### src/rtl/counter_pkg.sv
// Shared encodings for the modulus counter: one-shot FSM states, direction and mode values.
package counter_pkg;

  localparam logic [1:0] ST_IDLE = 2'd0;
  localparam logic [1:0] ST_RUN  = 2'd1;
  localparam logic [1:0] ST_DONE = 2'd2;

  localparam logic DIR_UP = 1'b1;
  localparam logic DIR_DN = 1'b0;

  localparam logic MODE_FREE    = 1'b0;
  localparam logic MODE_ONESHOT = 1'b1;

endpackage

### src/rtl/prescaler_tick.sv
// Clock-enable prescaler: asserts step once every div+1 enabled cycles.
module prescaler_tick #(
  parameter int unsigned PRESC_W = 8
) (
  input  logic               clk,
  input  logic               rst,
  input  logic               en,
  input  logic               clr,
  input  logic [PRESC_W-1:0] div,
  output logic               step
);

  logic [PRESC_W-1:0] cnt_q, cnt_d;

  assign step = en & (cnt_q == div);

  always_comb begin
    cnt_d = cnt_q;
    if (clr || step) begin
      cnt_d = '0;
    end else if (en) begin
      cnt_d = cnt_q + 1'b1;
    end
  end

  always_ff @(posedge clk or posedge rst) begin
    if (rst) begin
      cnt_q <= '0;
    end else begin
      cnt_q <= cnt_d;
    end
  end

endmodule

### src/rtl/counter_mod_nbit.sv
// Programmable-modulus up/down counter with parallel load, prescaled stepping and a
// one-shot mode (start/busy/done) for modulator timing.
module counter_mod_nbit
  import counter_pkg::*;
#(
  parameter int unsigned WIDTH   = 10,
  parameter int unsigned PRESC_W = 8
) (
  input  logic               clk,
  input  logic               rst,
  input  logic               en,
  input  logic               up_dn,
  input  logic               mode,
  input  logic               start,
  input  logic               load,
  input  logic [WIDTH-1:0]   load_val,
  input  logic [WIDTH-1:0]   mod_val,
  input  logic [PRESC_W-1:0] presc_div,
  output logic [WIDTH-1:0]   count,
  output logic               co,
  output logic               wrap,
  output logic               busy,
  output logic               done
);

  logic [WIDTH-1:0] count_q, count_d;
  logic             wrap_q, wrap_d;
  logic [1:0]       state_q, state_d;

  logic             step;
  logic             start_eff;
  logic             step_wrap;
  logic [WIDTH-1:0] step_val;
  logic [WIDTH-1:0] term_val;
  logic [WIDTH-1:0] init_val;

  assign start_eff = start & (mode == MODE_ONESHOT);

  prescaler_tick #(
    .PRESC_W(PRESC_W)
  ) u_presc (
    .clk  (clk),
    .rst  (rst),
    .en   (en),
    .clr  (load | start_eff),
    .div  (presc_div),
    .step (step)
  );

  // Candidate next value for a step; counts above mod_val (after a load) fold back in range.
  always_comb begin
    step_wrap = 1'b0;
    step_val  = count_q;
    term_val  = '0;
    init_val  = '0;
    if (up_dn == DIR_UP) begin
      step_wrap = (count_q >= mod_val);
      step_val  = step_wrap ? '0 : count_q + 1'b1;
      term_val  = mod_val;
      init_val  = '0;
    end else begin
      step_wrap = (count_q == '0) || (count_q > mod_val);
      step_val  = step_wrap ? mod_val : count_q - 1'b1;
      term_val  = '0;
      init_val  = mod_val;
    end
  end

  always_comb begin
    count_d = count_q;
    wrap_d  = 1'b0;
    state_d = state_q;
    if (load) begin
      count_d = load_val;
    end else if (start_eff) begin
      count_d = init_val;
      state_d = ST_RUN;
    end else if (step) begin
      if (mode == MODE_FREE) begin
        count_d = step_val;
        wrap_d  = step_wrap;
      end else if (state_q == ST_RUN) begin
        if (step_wrap) begin
          count_d = term_val;
          wrap_d  = 1'b1;
          state_d = ST_DONE;
        end else begin
          count_d = step_val;
        end
      end
    end
    if (mode == MODE_FREE) begin
      state_d = ST_IDLE;
    end
  end

  always_ff @(posedge clk or posedge rst) begin
    if (rst) begin
      count_q <= '0;
      wrap_q  <= 1'b0;
      state_q <= ST_IDLE;
    end else begin
      count_q <= count_d;
      wrap_q  <= wrap_d;
      state_q <= state_d;
    end
  end

  assign count = count_q;
  assign wrap  = wrap_q;
  assign busy  = (state_q == ST_RUN);
  assign done  = (state_q == ST_DONE);
  assign co    = (up_dn == DIR_UP) ? (count_q == mod_val) : (count_q == '0);

endmodule

### config.mk
export PLATFORM = sky130hd
export DESIGN_NAME = counter_mod_nbit
export DESIGN_NICKNAME = d
export VERILOG_FILES = /design/src/rtl/counter_pkg.sv /design/src/rtl/prescaler_tick.sv /design/src/rtl/counter_mod_nbit.sv
export SDC_FILE = /design/constraint.sdc
export NUM_CORES = 1
export LEC_CHECK = 0
export ABC_AREA = 1
export BUFFER_PORTS_ARGS = -buffer_cell sky130_fd_sc_hd__clkbuf_2
export CAP_MARGIN = 15
export CORE_ASPECT_RATIO = 2
export CORE_MARGIN = 4
export CORE_UTILIZATION = 45
export DETAILED_ROUTE_END_ITERATION = 12
export HOLD_SLACK_MARGIN = 0.12
export PLACE_DENSITY = 0.64
export SYNTH_ARGS = -nofsm -noshare
export SYNTH_HDL_FRONTEND = slang
export SYNTH_SLANG_ARGS = --single-unit
### constraint.sdc
create_clock -name clk -period 2.4 [get_ports clk]
set_input_delay 0 -clock clk [delete_from_list [all_inputs] [get_ports clk]]
set_output_delay 0 -clock clk [all_outputs]
set_load 0.03 [all_outputs]
# [After elaboration in Yosys (flattened, before gate mapping)]
# Cells that the tools add are included.
[op_classes] n_bitwise=3 reduce_logical=7 n_lt_le_gt_ge=2 eq_ne=9 mux=27 addsub=3
[ops] op="$mux 10" count=11
[ops] op="$mux 8" count=2
[ops] op="$mux 2" count=6
[ops] op="$add 10x1->10 const B" count=1
[ops] op="$eq 10x10->1" count=1
[ops] op="$ge 10x10->1" count=1
[ops] op="$gt 10x10->1" count=1
[ops] op="$logic_not 10->1" count=1
[ops] op="$sub 10x1->10 const B" count=1
[ops] op="$ne 3x1->1 const B" count=3
[ops] op="$add 8x1->8 const B" count=1
[ops] op="$eq 8x8->1" count=1
[ops] op="$mux 1" count=8
[ops] op="$ne 4x1->1 const B" count=1
[ops] op="$reduce_and 4->1" count=1
[ops] op="$reduce_bool 3->1" count=1
[ops] op="$and 1x1->1" count=2
[ops] op="$eq 2x1->1 const B" count=1
[ops] op="$eq 2x2->1 const B" count=1
[ops] op="$logic_or 1x1->1" count=2
[ops] op="$ne 2x2->1 const B" count=1
[ops] op="$reduce_and 2->1" count=1
[ops] op="$reduce_bool 2->1" count=1
[ops] op="$or 1x1->1" count=1
[word_totals] wordCells=55 out_inout_bits=14 regBits=21 input_bits=35

# [Depth between registers and ports, before layout]
# Gate-level depths: netlist of run 1.
[logic_depth] word_depth=10 ltp_mapped=18 ltp_nobuf=18

# [Modules after synthesis]
# From an unflattened synthesis of run 1, not the netlist that was laid out.
[hier_totals] cells_unflattened=455 hier_area_um2=2702.6
[by_module_without_submodules] mod="counter_mod_nbit" cells_each=359 n_inst=1 seq_area_each_um2=325.3 area_each_um2=2070.7
[by_module_without_submodules] mod="prescaler_tick" cells_each=96 n_inst=1 seq_area_each_um2=200.2 area_each_um2=631.9

# [Worst setup path after synthesis of run 1]
# OpenSTA, ideal clock, no wires.
[synth_timing] kind="reg2reg" start="reg count_q[0] (netlist: count[0])" end="reg count_q[1] (netlist: count[1])" t_required_ps=2283 path_stages_with_launch=16 n_path_buf=1 period_less_slack_ps=2175 setup_time_ps=117 arrival_time_ps=2057 setup_slack_ps=225 path_cell_list="dfrtp_1 inv_1 ha_1 nand2_1 nand3b_1 nand2_2 nand2_4 nand2_8 buf_8 nand3_2 nand2_1 inv_1 nand2_1 nand2_1 nand2_1 nand2_1"
[synth_via] elab_chain_len=10 word_cells_on_any_way=16 cone_classes="add/sub (2); order compare (2); mux (10); reduce/logical (2)"
[synth_lines] item="start, declared" line_no="counter_mod_nbit.sv:26" source="logic [WIDTH-1:0] count_q, count_d;"
[synth_lines] item="start signal, assigned" line_no="counter_mod_nbit.sv:103" source="count_q <= count_d;"
[synth_lines] item="$gt 10x10->1 / $logic_not 10->1 (equally long branches)" line_no="counter_mod_nbit.sv:62" source="step_wrap = (count_q == '0) || (count_q > mod_val);"
[synth_lines] item="$logic_or 1x1->1" line_no="counter_mod_nbit.sv:62"
[synth_lines] item="$mux 10" line_no="counter_mod_nbit.sv:63" source="step_val = step_wrap ? mod_val : count_q - 1'b1;"
[synth_lines] item="$mux 10" line_no="counter_mod_nbit.sv:56" source="if (up_dn == DIR_UP) begin"
[synth_lines] item="$mux 10" line_no="counter_mod_nbit.sv:83" source="if (step_wrap) begin"
[synth_lines] item="$mux 10" line_no="counter_mod_nbit.sv:82" source="end else if (state_q == ST_RUN) begin"
[synth_lines] item="$mux 10 (*)" line_no="counter_mod_nbit.sv:79" source="if (mode == MODE_FREE) begin"
[synth_lines] item="$mux 10 (*)" line_no="counter_mod_nbit.sv:78" source="end else if (step) begin"
[synth_lines] item="$mux 10 (*)" line_no="counter_mod_nbit.sv:75" source="end else if (start_eff) begin"
[synth_lines] item="$mux 10 (*)" line_no="counter_mod_nbit.sv:73" source="if (load) begin"
# Every way passes the cells marked *; elsewhere a longest branch is shown, timed or not. The select of a mux whose other input is x is not followed.
# A chain may end at the register's enable or synchronous reset.

# [Final worst setup path of run 1]
[layout_timing] start="in mod_val[8]" end="reg count_q[1] (netlist: count[1])"
[layout_via] elab_chain_len=10 word_cells_on_any_way=13 cone_classes="order compare (2); mux (10); reduce/logical (1)"
[layout_lines] item="start, declared" line_no="counter_mod_nbit.sv:17" source="input logic [WIDTH-1:0] mod_val,"
[layout_lines] item="$gt 10x10->1" line_no="counter_mod_nbit.sv:62"
[layout_lines] item="$logic_or 1x1->1" line_no="counter_mod_nbit.sv:62"
[layout_lines] item="$mux 10" line_no="counter_mod_nbit.sv:63"
[layout_lines] item="$mux 10" line_no="counter_mod_nbit.sv:56"
[layout_lines] item="$mux 10" line_no="counter_mod_nbit.sv:83"
[layout_lines] item="$mux 10" line_no="counter_mod_nbit.sv:82"
[layout_lines] item="$mux 10 (*)" line_no="counter_mod_nbit.sv:79"
[layout_lines] item="$mux 10 (*)" line_no="counter_mod_nbit.sv:78"
[layout_lines] item="$mux 10 (*)" line_no="counter_mod_nbit.sv:75"
[layout_lines] item="$mux 10 (*)" line_no="counter_mod_nbit.sv:73"
# Marks and branches as above.

==> metrics, run 1 <==
status=finished clean; Max clock buf depth=2; Syn Inst Count=456; final slew viol count=0; ant diodes=0; Critical Path Fanout Max=17; reg2reg start=count[5]; die width=62.1 um; port bufs=48; share of the yosys chip area belonging to registers=19.9%; Area Overhead vs Synth=24.7%; Post-Route WL=8.90 mm; CTS tree=done; Reg area=526 um2; mapped cell area=0.00264 mm2; Nets=581; Yosys reg bits=21; maxcap violations=0; RR Endpoint=count[1]; maximum vdd ir drop=0.000466 V; Detail Route Antenna Nets=0; Initial Util=46.2%; Setup Skew=0.00297 ns; Setup CP Type=input port to flip-flop; CTS buffer count=3; overall die height=116 um; Distinct cells, synth=36; largest net degree at the start of global routing=22; critical path startpoint=mod_val[8]; crit path to=count[1]; post-layout total power=1.89 mW; Power Density=574 mW/mm2; starting DRC count in detailed routing=128; yosys warns=0; Max Freq=446 MHz; setup total negative slack=0 ns; commonest non-fill, non-tap cell in the layout=nand2_1; worst path required time=2.60 ns; Vias per Instance=5.13; # setup viols final=0; commonest cells after routing, fill and taps aside=nand2_1, inv_1, nor2_1; Syn Nets=504; DRC Markers=0; Reg2Reg Depth=14; Clock Latency Late Sink=0.26 ns; multi-input logic area=0.00178 mm2; Slew @ Worst Pin=0.861 ns; Reg2Reg Setup Slack=0.21 ns; initial antenna violation count=0; total grt overflow=0; Final Hold Fails=0; fillers=649; Rel. slew slack=42.5%; CTS H-tree depth=1; root buffer cell=clkbuf_16; Avg Cell Area, Syn=5.78 um2; DIE AREA=0.00722 mm2; num rows=39; CP startpoint kind=input port; routed len/inst=15.0 um; IO Count=49; first-pass GRT wire length=14.4 mm; Final Cycle Share=93.5%; GP Congestion=0.898; share of cells above drive strength 1=16.9%; leakage power=1.86 nW; Worst setup EP type=flip-flop; min-delay worst type=input port to flip-flop; Core Area=0.00571 mm2; global router's overall resource usage=25.4%; Clock Pin Slew Worst Setup and Hold Paths=0.06 ns; critical path arrival=2.45 ns; vias in the first global route=3162; RSZ-0062 raised after global routing=false; min Tclk post-route=2.24 ns; Pre-antenna DRT Iters=4; # clock sinks=21; dpl hpwl=7.21 mm; Vias=3045
## worst min-delay path by stage
stage | start | end | slack, ns | cells past startpoint
finish | mod_val[0] | count[0] | 0.14 | 5
global route | mod_val[0] | count[0] | 0.15 | 5
CTS | mod_val[0] | count[0] | 0.13 | 5
detailed placement | rst | u_presc.cnt_q[7] | 0.21 | 2
global placement | rst | count[5] | 0.20 | 2
floorplan | rst | count[0] | -0.02 | 1
## report_power, final
group | switching, mW | internal, mW
combinational | 0.711 | 0.383
clock | 0.144 | 0.225
sequential | 0.0283 | 0.395
total | 0.884 | 1.00
## sequential cells by signal, indices dropped and copies added (netlist names)
register / count
state_q: 2
wrap: 1
u_presc.cnt_q: 8
count: 10
## area by class of cell
cell class              count  share of cell area, %
multi-input cells         352                   54.2
well taps                  61                   2.32
flip-flops and latches     21                   16.0
repair buffers             84                   17.0
clock buffers               3                   2.28
inverters                  71                   8.11
clock inverters             1                  0.152
## timing repair
| item | CTS | global route |
|---|---|---|
| buffers inserted | 0 | 1 |
| hold endpoints to repair | 35 | 0 |
| resized for setup | 0 | 4 |
| setup endpoints to repair | 0 | 2 |
| hold buffers | 19 | 0 |
## cells by family (layout without fill, tap and decap cells)
kind of cell,after synthesis,after routing,synth area share (%)
simple gates,290,290,49.8
buf+inv,83,159,13.0
compound gates,38,38,7.45
flops,21,21,19.9
fa+ha+maj,13,13,6.17
xor+xnor,11,11,3.66
## synth_stat cells (all sizes together)
cell / instances / area [um2]
nor3b: 1 / 7.51
or2: 1 / 6.26
a21oi: 21 / 105
nand2: 159 / 656
o21ai: 15 / 75.1
buf: 9 / 65.1
nand3b: 1 / 7.51
nand4: 8 / 50.1
nor3: 12 / 60.1
nor2: 58 / 235
o2111ai: 1 / 8.76
clkbuf: 3 / 11.3
xnor2: 4 / 35.0
dfrtp: 21 / 526
xor2: 7 / 61.3
clkinv: 1 / 3.75
and2: 1 / 6.26
a21boi: 1 / 7.51
and3: 1 / 6.26
nand3: 45 / 258
inv: 70 / 263
nor4: 3 / 18.8
ha: 13 / 163
## metal layers
metal / vias to the layer above / wire length, um / GRT usage, %
met4: 0 / 555 / 17.5
li1: 1580 / - / -
met5: - / 0 / 0
met1: 1341 / 3100 / 23.7
met2: 91 / 4980 / 50.8
met3: 33 / 256 / 1.54
## worst max-delay path, stage by stage
cell and delay (ns):
dlygate4sd3_1 0.54, clkbuf_2 0.14, inv_1 0.06, ha_1 0.27
nand2_1 0.07, nor2_2 0.17, nand3b_1 0.21, nand2_4 0.17
nand2_4 0.09, nand2_8 0.15, nand2_4 0.08, and2_0 0.16
nand2_1 0.09, nand2_1 0.06, nand2_1 0.06, nand2_1 0.06
nand2_1 0.05
## through the flow
stage | hold WS [ns] | instances | setup slack, ns | utilization [%] | instance area (um2)
floorplan | -0.0235 | 456 | 0.225 | - | 2640
global placement | 0.196 | 569 | 0.211 | 52.5 | 3000
detailed placement | 0.209 | 569 | 0.197 | 52.5 | 3000
CTS | 0.126 | 592 | 0.128 | 57.2 | 3270
global route | 0.145 | 593 | 0.0226 | 57.6 | 3290
finish | 0.139 | 593 | 0.156 | 57.6 | 3290
Note: power is estimated with default switching activity, not from simulation.
==> run 2, diff against run 1 <==
- HOLD_SLACK_MARGIN: 0.12 -> 0.15
- PLACE_DENSITY: 0.64 -> 0.67
==> metrics, run 2 (synthesized netlist as in run 1, its figures left out) <==
commonest non-fill, non-tap cell in the layout=nand2_1; global router's overall resource usage=25.4% (about the same); Setup Skew=0.00512 ns (+0.00215 ns); max incr delay on CP=0.54 ns (about the same); Worst setup EP type=flip-flop; Final Hold Fails=0 (unchanged); maximum vdd ir drop=0.000439 V (-5.6%); critical path arrival=2.43 ns (-0.02 ns); Critical Path Fanout Max=17 (unchanged); final slew viol count=0 (unchanged); worst-path cell chain=dlygate4sd3_1, clkbuf_2, inv_1, ha_1, nand2_1, nor2_4, nand3b_1, nand2_4, nand2_4, nand2_8, nand2_4, and2_0, nand2_1, nand2_1, nand2_1, nand2_1, nand2_1; # clock sinks=21 (unchanged); num rows=39 (unchanged); post-layout total power=1.88 mW (-0.23%); Vias per Instance=5.21 (+1.5%); Clock Latency Late Sink=0.27 ns (about the same); Area Overhead vs Synth=25.5%; CTS buffer count=3 (unchanged); Detail Route Antenna Nets=0 (unchanged); total grt overflow=0 (unchanged); starting DRC count in detailed routing=138 (+7.8%); DRC Markers=0 (unchanged); dpl hpwl=7.16 mm (-0.82%); vias in the first global route=3161 (-0.032%); Setup CP Type=input port to flip-flop; root buffer cell=clkbuf_16; Power Density=569 mW/mm2 (-0.83%); ant diodes=0 (unchanged); DIE AREA=0.00722 mm2 (unchanged); setup total negative slack=0 ns (unchanged); Slew @ Worst Pin=0.832 ns (-0.0290 ns); Nets=583 (+0.34%); Worst path most repeated cell=nand2_1; Reg area=526 um2 (unchanged); Clock Pin Slew Worst Setup and Hold Paths=0.06 ns (about the same); multi-input logic area=0.00178 mm2 (+0.14%); overall die height=116 um (unchanged); Max clock buf depth=2 (unchanged); die width=62.1 um (unchanged); worst path required time=2.60 ns (about the same); IO Count=49 (unchanged); CTS tree=done; Slowest-stage cell, CP=dlygate4sd3_1; Largest register FFs=10 (unchanged); Pre-antenna DRT Iters=4 (unchanged); min Tclk post-route=2.23 ns (-0.0184 ns); Rel. slew slack=44.4% (+1.9 points); Initial Util=46.2% (unchanged); # setup viols final=0 (unchanged); Core Area=0.00571 mm2 (unchanged); first-pass GRT wire length=14.6 mm (+1.1%); commonest cells after routing, fill and taps aside=nand2_1, inv_1, nor2_1; maxcap violations=0 (unchanged); share of cells above drive strength 1=16.9% (-0.063 points); Final Cycle Share=92.7% (-0.77 points); Max Freq=449 MHz (+0.83%); RSZ-0062 raised after global routing=false; fillers=611 (-5.9%); Vias=3102 (+1.9%); CP startpoint kind=input port; largest net degree at the start of global routing=22 (unchanged); GP Congestion=0.905 (+0.79%); status=finished clean; port bufs=48 (unchanged); min-delay worst type=input port to flip-flop; CTS H-tree depth=1 (unchanged); Post-Route WL=8.64 mm (-2.9%); leakage power=1.87 nW (+0.51%); initial antenna violation count=0 (unchanged); routed len/inst=14.5 um (-3.2%)
[run 2: cell count changes in the layout (fill, tap and decap cells not counted), sizes merged]
cell | previous run | this run
dlygate4sd3 | 19 | 20
buf | 17 | 18
[run 2: per-layer routing]
metal | share of wire [%] | track usage (%) | wire length [um] | up-vias
met5 | 0 | 0 | 0 | -
met4 | 5.2 | 16.2 | 450 | 0
met2 | 57 | 50.8 | 4960 | 95
li1 | - | - | - | 1585
met3 | 3.5 | 1.92 | 301 | 27
met1 | 34 | 24.0 | 2920 | 1395
[run 2: worst paths after layout]
check,start,end,slack (ns),cells past startpoint
min in group asynchronous,rst,u_presc.cnt_q[7],0.42,3
min reg2reg,state_q[1],state_q[1],0.52,2
max,mod_val[8],count[1],0.17,17
max reg2reg,count[9],count[1],0.25,14
max in group asynchronous,rst,u_presc.cnt_q[1],1.45,3
min,load_val[5],count[5],0.15,5
[run 2: power by group]
| group | leakage (nW) | total, mW | switching, mW | internal [mW] |
|---|---|---|---|---|
| clock | 0.0409 | 0.367 | 0.143 | 0.225 |
| sequential | 0.272 | 0.423 | 0.0274 | 0.395 |
| combinational | 1.56 | 1.09 | 0.708 | 0.384 |
| total | 1.87 | 1.88 | 0.878 | 1.00 |
[run 2: worst max-delay path, delay by kind of cell]
| kind | cells | cell delay (ns) |
|---|---|---|
| and+or+nand+nor | 13 | 1.38 |
| buffers and inverters | 3 | 0.74 |
| adders and majority gates | 1 | 0.29 |
[run 2: per-stage QoR]
| stage | hold slack (ns) | setup WS [ns] | instance area, um2 | cells | util, % |
|---|---|---|---|---|---|
| finish | 0.146 | 0.174 | 3310 | 595 | 57.9 |
| global route | 0.228 | 0.0187 | 3310 | 595 | 57.9 |
| CTS | 0.152 | 0.148 | 3280 | 594 | 57.5 |
| detailed placement | 0.193 | 0.219 | 3000 | 570 | 52.6 |
| global placement | 0.183 | 0.234 | 3000 | 570 | 52.6 |
| floorplan | -0.0235 | 0.225 | 2640 | 456 | - |
[run 2: cell type report]
| type | instances | area share, % |
|---|---|---|
| Clock buffer | 3 | 2.27 |
| Tap cell | 61 | 2.31 |
| Clock inverter | 1 | 0.151 |
| Multi-Input combinational cell | 352 | 53.9 |
| Sequential cell | 21 | 15.9 |
| Timing Repair Buffer | 86 | 17.4 |
| Inverter | 71 | 8.06 |
[run 2: repair_timing]
action / CTS / global route
endpoints found under the setup margin: 0 / 6
hold buffers: 20 / 0
endpoints found under the hold margin: 34 / 0
setup buffers: 0 / 1
resized for setup: 0 / 4
==> run 3, diff against run 2 <==
- CELL_PAD_IN_SITES_DETAIL_PLACEMENT: unset -> 0
- CELL_PAD_IN_SITES_GLOBAL_PLACEMENT: unset -> 1
- CORE_UTILIZATION: 45 -> 38
- PLACE_DENSITY: 0.67 -> unset
- PLACE_DENSITY_LB_ADDON: unset -> 0.1
==> metrics, run 3 (synthesized netlist as in run 1, its figures left out) <==
routed len/inst=15.0 um (+3.2%); Rel. slew slack=39.9% (-4.6 points); # clock sinks=21 (unchanged); DIE AREA=0.00841 mm2 (+17%); DRC Markers=0 (unchanged); Clock Latency Late Sink=0.26 ns (about the same); final core area utilization=49.5% (-8.4 points); global router's overall resource usage=23.3% (-2.1 points); maxcap violations=0 (unchanged); Largest register FFs=10 (unchanged); Max Freq=442 MHz (-1.7%); overall die height=126 um (+8.2%); final worst-path setup slack=0.136 ns (-0.0382 ns); root buffer cell=clkbuf_16; Reg2Reg Setup Slack=0.25 ns (about the same); # setup viols final=0 (unchanged); Clock Pin Slew Worst Setup and Hold Paths=0.06 ns (about the same); worst hold stages=6 (+1); Critical Path Fanout Max=17 (unchanged); die width=66.9 um (+7.7%); Initial Util=39.5% (-6.7 points); CTS buffer count=3 (unchanged); leakage power=1.85 nW (-1.1%); ant diodes=0 (unchanged); commonest cells after routing, fill and taps aside=nand2_1, inv_1, nor2_1; Slew @ Worst Pin=0.901 ns (+0.0688 ns); first-pass GRT wire length=14.8 mm (+1.6%); Final Cycle Share=94.3% (+1.6 points); Final Hold Slack=0.150 ns (+0.00398 ns); Setup CP Type=input port to flip-flop; final slew viol count=0 (unchanged); Final Hold Fails=0 (unchanged); share of cells above drive strength 1=16.6% (-0.25 points); largest net degree at the start of global routing=22 (unchanged); Post-Route WL=9.26 mm (+7.2%); Core Area=0.00667 mm2 (+17%); Hold EP=wrap; port bufs=48 (unchanged); critical path arrival=2.41 ns (-0.02 ns); starting DRC count in detailed routing=72 (-48%); vias in the first global route=3160 (-0.032%); status=finished clean; Placement Setup Slack=0.132 ns (-0.0874 ns); Pre-antenna DRT Iters=4 (unchanged); RR Endpoint=count[4]; GP Congestion=1.01 (+12%); CP startpoint kind=input port; Vias per Instance=4.90 (-6.0%); min-delay worst type=input port to flip-flop; hold path start=presc_div[6]; Area Overhead vs Synth=25.3%; CTS tree=done; commonest non-fill, non-tap cell in the layout=nand2_1; dpl hpwl=7.65 mm (+7.0%); min Tclk post-route=2.26 ns (+0.0382 ns); maximum vdd ir drop=0.000437 V (-0.54%); CTS H-tree depth=1 (unchanged); reg2reg start=count[9]; Vias=3028 (-2.4%); IO Count=49 (unchanged); Nets=579 (-0.69%); total grt overflow=0 (unchanged); num rows=42 (+7.7%); Setup Skew=0.00664 ns (+0.00152 ns); initial antenna violation count=0 (unchanged); Worst setup EP type=flip-flop; Detail Route Antenna Nets=0 (unchanged); worst path required time=2.55 ns (-0.05 ns); Power Density=573 mW/mm2 (+0.72%); Max clock buf depth=2 (unchanged); Reg2Reg Depth=13 (-1)
[run 3: cell types whose count changed in the layout (fill, tap and decap cells not counted), sizes merged]
| cell | before | now |
|---|---|---|
| clkinv | 2 | 1 |
| clkbuf | 51 | 52 |
| dlygate4sd3 | 20 | 16 |
[run 3: how the worst max path moves through the flow]
stage                          start        to  cells past startpoint
after floorplan             count[0]  count[1]                     15
after global placement      count[9]  count[1]                     14
after detailed placement    count[9]  count[6]                     15
after CTS                 mod_val[8]  count[6]                     18
after global routing      mod_val[8]  count[1]                     17
final                     mod_val[8]  count[4]                     16
[run 3: where the power goes]
part | internal, mW | leakage, nW | switching (mW)
Sequential | 0.395 | 0.272 | 0.0291
Clock | 0.227 | 0.0382 | 0.141
Combinational | 0.389 | 1.54 | 0.711
Total | 1.01 | 1.85 | 0.881
[run 3: area by class of cell]
| class | instances | area, um2 |
|---|---|---|
| sequential | 21 | 526 |
| timing repair buffer | 82 | 536 |
| tap | 88 | 110 |
| clock buffer | 4 | 78.8 |
| inverter | 71 | 267 |
| multi-input combinational | 352 | 1790 |
| fill | 757 | 3370 |
[run 3: repair_timing]
action                                  CTS  global route
hold endpoints to repair                 34             0
resized for setup                         0             4
setup buffers                             0             2
endpoints found under the setup margin    0            10
hold buffers                             16             0
[run 3: critical path, cell delays in order]
cell and delay [ns]:
dlygate4sd3_1 0.54, clkbuf_2 0.15, inv_1 0.06, ha_1 0.28, nand2_1 0.12, inv_1 0.07, a21oi_2 0.21, nand3_2 0.13
nand2_4 0.17, nand2_8 0.13, a21oi_1 0.20, nand2_1 0.08, nand2_1 0.06, nand2_1 0.07, nand2_1 0.07, nand2_1 0.04
[run 3: metrics by stage]
stage,cell area [um2],TNS [ns],instances,power (mW)
after floorplan,2640,0,456,1.17
after global placement,3030,0,596,1.48
final,3300,0,618,1.89
after CTS,3270,0,616,1.88
after detailed placement,3030,0,596,1.49
after global routing,3300,-0.0205,618,2.06
[run 3: routing by layer]
layer  global-route usage (%)  wire length [um]  up-vias
met5                        0                 0        -
met4                     12.0               467        0
li1                         -                 -     1577
met3                     2.05               186       28
met1                     21.4              3210     1362
met2                     47.0              5390       61
